`src/rtl/mat_mul_pkg.sv`:
```
`default_nettype none
// ============================================================================
//  Module      : mat_mul_pkg
//  Description : Shared definitions for the matrix-multiply accelerator.
//                Holds the IDLE/STREAM/DONE state encoding used by the
//                sequencing stages and a constant-width helper.
//  Revision    : 1.0 - initial release
// ============================================================================
package mat_mul_pkg;

    typedef enum logic [1:0] {
        ST_IDLE   = 2'd0,
        ST_STREAM = 2'd1,
        ST_DONE   = 2'd2
    } mm_state_t;

    // Number of bits needed to represent values 0..value-1.
    function automatic int clog2(input int value);
        int w;
        w = 0;
        for (int i = 0; i < 31; i++) begin
            if ((1 << i) < value) begin
                w = i + 1;
            end
        end
        return w;
    endfunction

endpackage
`default_nettype wire

```
`src/rtl/mat_result_streamer_if.sv`:
```
`default_nettype none
// ============================================================================
//  Module      : mat_result_streamer_if
//  Description : Control, result-BRAM read port and AXI-Stream master bundle
//                of the result streamer.
//                master : streamer side (drives busy/done, rd_*, m00_axis_*)
//                slave  : system side (drives start, rd_data, tready)
//  Revision    : 1.0 - initial release
// ============================================================================
interface mat_result_streamer_if #(
    parameter int DATA_WIDTH = 32,
    parameter int SIZE_LOG   = 2
);
    logic                      start;
    logic                      busy;
    logic                      done;
    logic                      rd_en;
    logic [SIZE_LOG-1:0]       rd_addr;
    logic [DATA_WIDTH-1:0]     rd_data;
    logic                      m00_axis_tvalid;
    logic [DATA_WIDTH-1:0]     m00_axis_tdata;
    logic [DATA_WIDTH/8-1:0]   m00_axis_tstrb;
    logic                      m00_axis_tlast;
    logic                      m00_axis_tready;

    modport master (
        input  start,
        output busy,
        output done,
        output rd_en,
        output rd_addr,
        input  rd_data,
        output m00_axis_tvalid,
        output m00_axis_tdata,
        output m00_axis_tstrb,
        output m00_axis_tlast,
        input  m00_axis_tready
    );

    modport slave (
        output start,
        input  busy,
        input  done,
        input  rd_en,
        input  rd_addr,
        output rd_data,
        input  m00_axis_tvalid,
        input  m00_axis_tdata,
        input  m00_axis_tstrb,
        input  m00_axis_tlast,
        output m00_axis_tready
    );
endinterface
`default_nettype wire

```
`src/rtl/mat_result_streamer_skid_fifo.sv`:
```
`default_nettype none
// ============================================================================
//  Module      : stream_skid_fifo
//  Description : Two-entry push/pop FIFO with occupancy output. The head entry
//                is presented combinationally on o_head.
//  Ports       : clk, rst     - clock, synchronous active-high reset
//                i_push/i_data- write strobe and data
//                i_pop        - remove head entry
//                o_head       - current head entry (zero after reset)
//                o_occ        - number of stored entries (0..2)
//  Revision    : 1.0 - initial release
// ============================================================================
module stream_skid_fifo #(
    parameter int DATA_WIDTH = 32
) (
    input  logic                  clk,
    input  logic                  rst,
    input  logic                  i_push,
    input  logic [DATA_WIDTH-1:0] i_data,
    input  logic                  i_pop,
    output logic [DATA_WIDTH-1:0] o_head,
    output logic [1:0]            o_occ
);

    logic [DATA_WIDTH-1:0] r_mem [2];
    logic                  r_wr_ptr;
    logic                  r_rd_ptr;
    logic [1:0]            r_occ;

    always_ff @(posedge clk) begin
        if (rst) begin
            r_mem[0] <= '0;
            r_mem[1] <= '0;
            r_wr_ptr <= 1'b0;
            r_rd_ptr <= 1'b0;
            r_occ    <= 2'd0;
        end else begin
            if (i_push) begin
                r_mem[r_wr_ptr] <= i_data;
                r_wr_ptr        <= ~r_wr_ptr;
            end
            if (i_pop) begin
                r_rd_ptr <= ~r_rd_ptr;
            end
            // Push and pop together leave occupancy unchanged; with one
            // entry stored the write lands in the slot the read pointer
            // moves to, so the new head is the freshly pushed word.
            case ({i_push, i_pop})
                2'b10:   r_occ <= r_occ + 2'd1;
                2'b01:   r_occ <= r_occ - 2'd1;
                default: r_occ <= r_occ;
            endcase
        end
    end

    assign o_head = r_mem[r_rd_ptr];
    assign o_occ  = r_occ;

    a_no_overflow : assert property (@(posedge clk) disable iff (rst)
        !(i_push && (r_occ == 2'd2)));

    a_no_underflow : assert property (@(posedge clk) disable iff (rst)
        !(i_pop && (r_occ == 2'd0)));

endmodule
`default_nettype wire

```
`src/rtl/mat_result_streamer.sv`:
```
`default_nettype none
// ============================================================================
//  Module      : mat_result_streamer
//  Description : Reads the SIZE-word result BRAM in row-major order (1-cycle
//                read latency) and emits it as one AXI-Stream packet with
//                full backpressure, tlast on the final word.
//  Ports       : s00_axi_aclk   - clock, rising edge
//                s00_axi_areset - synchronous active-high reset
//                bus (master)   - start/busy/done, rd_en/rd_addr/rd_data,
//                                 m00_axis_tvalid/tdata/tstrb/tlast/tready
//  Revision    : 1.0 - initial release
// ============================================================================
module mat_result_streamer
    import mat_mul_pkg::*;
#(
    parameter int DIM_LOG    = 1,
    parameter int DIM        = 2 ** DIM_LOG,
    parameter int SIZE       = DIM * DIM,
    parameter int SIZE_LOG   = 2 * DIM_LOG,
    parameter int DATA_WIDTH = 32
) (
    input  logic                  s00_axi_aclk,
    input  logic                  s00_axi_areset,
    mat_result_streamer_if.master bus
);

    // The issue counter must reach SIZE itself, one more than an address.
    localparam int                    c_CNT_W     = clog2(SIZE + 1);
    localparam logic [c_CNT_W-1:0]    c_SIZE      = c_CNT_W'(SIZE);
    localparam logic [SIZE_LOG-1:0]   c_LAST_BEAT = SIZE_LOG'(SIZE - 1);

    mm_state_t             r_state;
    mm_state_t             w_state_next;
    logic [c_CNT_W-1:0]    r_issued;
    logic [SIZE_LOG-1:0]   r_beat;
    logic [SIZE_LOG-1:0]   r_addr_hold;
    logic                  r_inflight;

    logic [1:0]            w_occ;
    logic [DATA_WIDTH-1:0] w_head;
    logic                  w_tvalid;
    logic                  w_pop;
    logic                  w_credit_ok;
    logic                  w_last_beat;
    logic                  w_rd_en;
    logic                  w_clear;
    logic                  w_busy;
    logic                  w_done;

    assign w_tvalid    = (w_occ != 2'd0);
    assign w_pop       = w_tvalid && bus.m00_axis_tready;
    assign w_last_beat = (r_beat == c_LAST_BEAT);

    // A new read is allowed only if, after this cycle's pop, buffered words
    // plus the read still in flight leave room for it in the 2-entry FIFO.
    assign w_credit_ok = (({1'b0, w_occ} + {2'b00, r_inflight}) <=
                          (3'd1 + {2'b00, w_pop}));

    always_ff @(posedge s00_axi_aclk) begin
        if (s00_axi_areset) begin
            r_state <= ST_IDLE;
        end else begin
            r_state <= w_state_next;
        end
    end

    always_comb begin
        w_state_next = r_state;
        w_rd_en      = 1'b0;
        w_clear      = 1'b0;
        w_busy       = 1'b0;
        w_done       = 1'b0;
        case (r_state)
            ST_IDLE: begin
                if (bus.start) begin
                    w_clear      = 1'b1;
                    w_state_next = ST_STREAM;
                end
            end
            ST_STREAM: begin
                w_busy  = 1'b1;
                w_rd_en = (r_issued < c_SIZE) && w_credit_ok;
                if (w_pop && w_last_beat) begin
                    w_state_next = ST_DONE;
                end
            end
            ST_DONE: begin
                w_done       = 1'b1;
                w_state_next = ST_IDLE;
            end
            default: begin
                w_state_next = ST_IDLE;
            end
        endcase
    end

    always_ff @(posedge s00_axi_aclk) begin
        if (s00_axi_areset) begin
            r_issued    <= '0;
            r_beat      <= '0;
            r_addr_hold <= '0;
            r_inflight  <= 1'b0;
        end else begin
            r_inflight <= w_rd_en;
            if (w_clear) begin
                r_issued <= '0;
                r_beat   <= '0;
            end else begin
                if (w_rd_en) begin
                    r_issued    <= r_issued + c_CNT_W'(1);
                    r_addr_hold <= r_issued[SIZE_LOG-1:0];
                end
                if (w_pop) begin
                    r_beat <= r_beat + SIZE_LOG'(1);
                end
            end
        end
    end

    // Read data returns one cycle after rd_en and is pushed straight in.
    stream_skid_fifo #(
        .DATA_WIDTH (DATA_WIDTH)
    ) u_skid_fifo (
        .clk    (s00_axi_aclk),
        .rst    (s00_axi_areset),
        .i_push (r_inflight),
        .i_data (bus.rd_data),
        .i_pop  (w_pop),
        .o_head (w_head),
        .o_occ  (w_occ)
    );

    assign bus.busy            = w_busy;
    assign bus.done            = w_done;
    assign bus.rd_en           = w_rd_en;
    assign bus.rd_addr         = w_rd_en ? r_issued[SIZE_LOG-1:0] : r_addr_hold;
    assign bus.m00_axis_tvalid = w_tvalid;
    assign bus.m00_axis_tdata  = w_head;
    assign bus.m00_axis_tstrb  = '1;
    assign bus.m00_axis_tlast  = w_last_beat && w_tvalid;

endmodule
`default_nettype wire

```
`src/flat_wrapper.sv`:
```
// flat-port wrapper written by rule: the top's interface ports become plain ports
module mat_result_streamer_flat import mat_mul_pkg::*;
#(
    parameter int DIM_LOG    = 1,
    parameter int DIM        = 2 ** DIM_LOG,
    parameter int SIZE       = DIM * DIM,
    parameter int SIZE_LOG   = 2 * DIM_LOG,
    parameter int DATA_WIDTH = 32
)
  (s00_axi_aclk, s00_axi_areset, bus_start, bus_busy, bus_done, bus_rd_en, bus_rd_addr, bus_rd_data, bus_m00_axis_tvalid, bus_m00_axis_tdata, bus_m00_axis_tstrb, bus_m00_axis_tlast, bus_m00_axis_tready);
  mat_result_streamer_if #(.DATA_WIDTH(DATA_WIDTH), .SIZE_LOG(SIZE_LOG)) bus_i ();
  input  logic s00_axi_aclk;
  input  logic s00_axi_areset;
  input wire logic [$bits(bus_i.start)-1:0] bus_start;
  output wire logic [$bits(bus_i.busy)-1:0] bus_busy;
  output wire logic [$bits(bus_i.done)-1:0] bus_done;
  output wire logic [$bits(bus_i.rd_en)-1:0] bus_rd_en;
  output wire logic [$bits(bus_i.rd_addr)-1:0] bus_rd_addr;
  input wire logic [$bits(bus_i.rd_data)-1:0] bus_rd_data;
  output wire logic [$bits(bus_i.m00_axis_tvalid)-1:0] bus_m00_axis_tvalid;
  output wire logic [$bits(bus_i.m00_axis_tdata)-1:0] bus_m00_axis_tdata;
  output wire logic [$bits(bus_i.m00_axis_tstrb)-1:0] bus_m00_axis_tstrb;
  output wire logic [$bits(bus_i.m00_axis_tlast)-1:0] bus_m00_axis_tlast;
  input wire logic [$bits(bus_i.m00_axis_tready)-1:0] bus_m00_axis_tready;
  assign bus_i.start = bus_start;
  assign bus_busy = bus_i.busy;
  assign bus_done = bus_i.done;
  assign bus_rd_en = bus_i.rd_en;
  assign bus_rd_addr = bus_i.rd_addr;
  assign bus_i.rd_data = bus_rd_data;
  assign bus_m00_axis_tvalid = bus_i.m00_axis_tvalid;
  assign bus_m00_axis_tdata = bus_i.m00_axis_tdata;
  assign bus_m00_axis_tstrb = bus_i.m00_axis_tstrb;
  assign bus_m00_axis_tlast = bus_i.m00_axis_tlast;
  assign bus_i.m00_axis_tready = bus_m00_axis_tready;
  mat_result_streamer #(.DIM_LOG(DIM_LOG), .DIM(DIM), .SIZE(SIZE), .SIZE_LOG(SIZE_LOG), .DATA_WIDTH(DATA_WIDTH)) u_core (.s00_axi_aclk(s00_axi_aclk), .s00_axi_areset(s00_axi_areset), .bus(bus_i));
endmodule
```
`config.mk`:
```
export PLATFORM = sky130hd
export DESIGN_NAME = mat_result_streamer_flat
export DESIGN_NICKNAME = d
export VERILOG_FILES = /design/src/rtl/mat_mul_pkg.sv /design/src/rtl/mat_result_streamer_if.sv /design/src/rtl/mat_result_streamer_skid_fifo.sv /design/src/rtl/mat_result_streamer.sv /design/src/flat_wrapper.sv
export SDC_FILE = /design/constraint.sdc
export NUM_CORES = 1
export LEC_CHECK = 0
export BUFFER_PORTS_ARGS = -buffer_cell sky130_fd_sc_hd__buf_2
export CAP_MARGIN = 20
export CORE_ASPECT_RATIO = 1.2
export CORE_UTILIZATION = 40
export DETAILED_ROUTE_END_ITERATION = 16
export PLACE_DENSITY = 0.6
export SLEW_MARGIN = 40
export SYNTH_ARGS = -nofsm -noshare
export SYNTH_HDL_FRONTEND = slang
export SYNTH_SLANG_ARGS = --single-unit
```
`constraint.sdc`:
```
create_clock -name s00_axi_aclk -period 2.95 [get_ports s00_axi_aclk]
set_clock_uncertainty 0.2 [all_clocks]
set_input_delay 0.1475 -clock s00_axi_aclk [delete_from_list [all_inputs] [get_ports s00_axi_aclk]]
set_output_delay 0.1475 -clock s00_axi_aclk [all_outputs]
set_load 0.01 [all_outputs]
```
==> run metrics <==
clk root buf=clkbuf_8; initial DRC count=47; GRT Total Usage=0.1617; I/O pin count=79; Final Hold Violating Endpoints=0; Fillers=779; Slowest cell on crit path=or4b_4; Die Width=88.19 um; CP bufs+invs=3; routability-driven placement congestion ratio=0.7089; drt pass-1 iters=4; largest net degree at the start of global routing=33; Slew Limit Fails=0; CTS tree=built; leading cell type in the layout, fill and taps excluded=buf_2; die height=105.4 um; crit-path cells=o21ai_4 > clkinv_2 > fa_1 > or4b_4 > o22a_4 > clkinv_4 > mux2_4 > buf_6; Critical Path Max Stage Delay=530 ps; PD cells=654.6 nW/um^2; reg2reg setup slack=490 ps; RSZ-0062 raised after global routing=yes; GR Overflow Total=0; core area=8611 um^2; Leakage=1.975 nW; die area=9298 um^2; n_diodes=0; DRC=0; TNS Setup=-80.37 ps; Synth-to-Final Area Change=31.96%; dpl ws=30.50 ps; CP Capture Type=output pin; net count of the finished layout=421; overall power=3.080 mW; status=finished with violations; Post-Syn Instances=261; crit path time final=3010 ps; Async SR Flop Fraction=0; CTS Buffer Depth=2; Mean Syn Cell Area=13.66 um^2; vias=2325; initial antenna violation count=0; cts bufs inserted=9; FF/Latch Area=2235 um^2; first-pass GRT wire length=11.17 mm; Critical Path Start Type=flop; worst hold path class=in2reg; Peak Freq=332.2 MHz; Max H-tree Level=3; setup ws final=-60.23 ps; EDFF count, synth=64; # clock sinks=79; IR drop worst, VDD=297.0 uV; Req. time, crit path=2600 ps; Avg WL per Cell=13.73 um; Initial Utilization=0.4141; PortBufs=74; Vias/cell=4.641; Worst Path Arrival=2660 ps; vias in the first global route=2490; mapped cell area=3566 um^2; crit share post-route=1.020; CTS clk-pin slew, worst paths=80 ps; Main synth FF type=edfxtp_1; sequential element share of the synthesized area=0.6232; critical path class=reg2out; register bit total from synthesis=79; FP Rows=37; Synth cell types=39; Detail Placement HPWL=4.167 mm; CP Max Fanout=4; most frequent cells in the layout=buf_2, and2_1, edfxtp_1, dlygate4sd3_1, mux2_2; clk_lat worst skew=350 ps; violated checks=negative setup slack; footprint of the multi-input gates=1270 um^2; Setup violations, final=2; total wire length=6.879 mm; CP top delay family=simple AND/OR/NAND/NOR gates; Yosys warnings=0; max cap viols=0; share of layout cells above drive strength 1=0.3932; Antenna Nets Post-Route=0
==> through the flow <==
stage	cell area, um^2	utilization	hold slack (ps)	cells
after CTS	4696	0.5453	59.78	500
after floorplan	3577	-	115.6	264
after detailed placement	4070	0.4727	236.7	444
after global placement	4070	0.4727	233.9	444
final	4706	0.5465	76.24	501
after global routing	4706	0.5465	99.63	501
==> per-layer routing <==
| metal | wire length, um | vias to the layer above | part of all wire | track usage |
|---|---|---|---|---|
| met5 | 0 | - | 0 | 0 |
| met2 | 3610 | 60 | 0.52 | 0.2940 |
| li1 | - | 1129 | - | - |
| met3 | 274 | 9 | 0.040 | 0.02819 |
| met1 | 2885 | 1127 | 0.42 | 0.1735 |
| met4 | 108 | 0 | 0.016 | 0.08525 |
==> power by group <==
group	total (mW)	internal (mW)	switching, mW
clock	0.763	0.383	0.380
sequential	1.47	1.37	0.0958
combinational	0.852	0.457	0.395
==> path summary, 6_finish.rpt <==
check / start / endpoint / depth (start not counted)
worst min register to register: u_core.r_beat[1] / u_core.r_beat[1] / 2
worst max register to register: u_core.u_skid_fifo.o_occ[1] / u_core.r_addr_hold[0] / 8
worst min-delay path: bus_m00_axis_tready / u_core.r_beat[1] / 5
worst max-delay path: u_core.u_skid_fifo.o_occ[1] / bus_rd_addr[1] / 8
==> synthesized netlist by cell type (2+ instances only) <==
master    instances  area share
a21oi_1           2      0.0028
and2_1           65        0.11
buf_1             3      0.0032
buf_4             4      0.0084
clkbuf_1          9      0.0095
dfxtp_1          15       0.084
edfxtp_1         64        0.54
ha_1              5       0.018
inv_1             8      0.0084
mux2_2           32        0.10
mux2i_1           4       0.011
nand2_1           4      0.0042
nand2b_1          4      0.0070
nand3b_1          4      0.0084
nor2_1            7      0.0074
nor3_1            2      0.0028
nor3b_1           2      0.0042
or3b_2            2      0.0049
xnor2_1           5       0.012
==> cell families (layout without fill, tap and decap cells) <==
group | after synthesis | after routing | synth area share
AOI/OAI and AO/OA | 8 | 8 | 0.01790
buffers and inverters | 27 | 147 | 0.03333
xor gates and xnor gates | 5 | 5 | 0.01228
and+or+nand+nor | 97 | 97 | 0.1695
DFF | 79 | 79 | 0.6232
adders and majority gates | 6 | 6 | 0.02316
muxes | 38 | 38 | 0.1196
other | 1 | 4 | 0.001052
==> flip-flops by register name, summed over array words and instances, names as in the netlist, named ones only <==
name / count
u_core.u_skid_fifo.r_wr_ptr: 1
u_core.r_beat: 2
u_core.u_skid_fifo.r_mem: 64
u_core.u_skid_fifo.o_occ: 2
u_core.r_state: 2
u_core.r_addr_hold: 2
u_core.r_inflight: 1
u_core.u_skid_fifo.r_rd_ptr: 1
u_core.r_issued: 3
==> area by class of cell <==
cell class / instances / area share
repair buffers: 121 / 0.1750
multi-input cells: 158 / 0.2699
flip-flops and latches: 79 / 0.4749
well taps: 117 / 0.03111
inverters: 10 / 0.009306
clock buffers: 9 / 0.02632
clock inverters: 7 / 0.01356
==> timing repair <==
item	CTS	global route
hold buffers	35	0
pin swaps	5	0
setup buffers	5	1
endpoints found under the hold margin	71	0
cloned	0	0
setup endpoints to repair	3	2
resized for setup	14	0
==> worst register-to-register path, stage by stage (launching register included) <==
cell,delay (ps)
dfxtp_4,370
o21ai_4,170
clkinv_2,90
fa_1,460
or4b_4,530
o22a_4,230
clkinv_4,60
buf_4,110
mux2i_1,170
No activity file was read; power rests on OpenSTA's default activity.
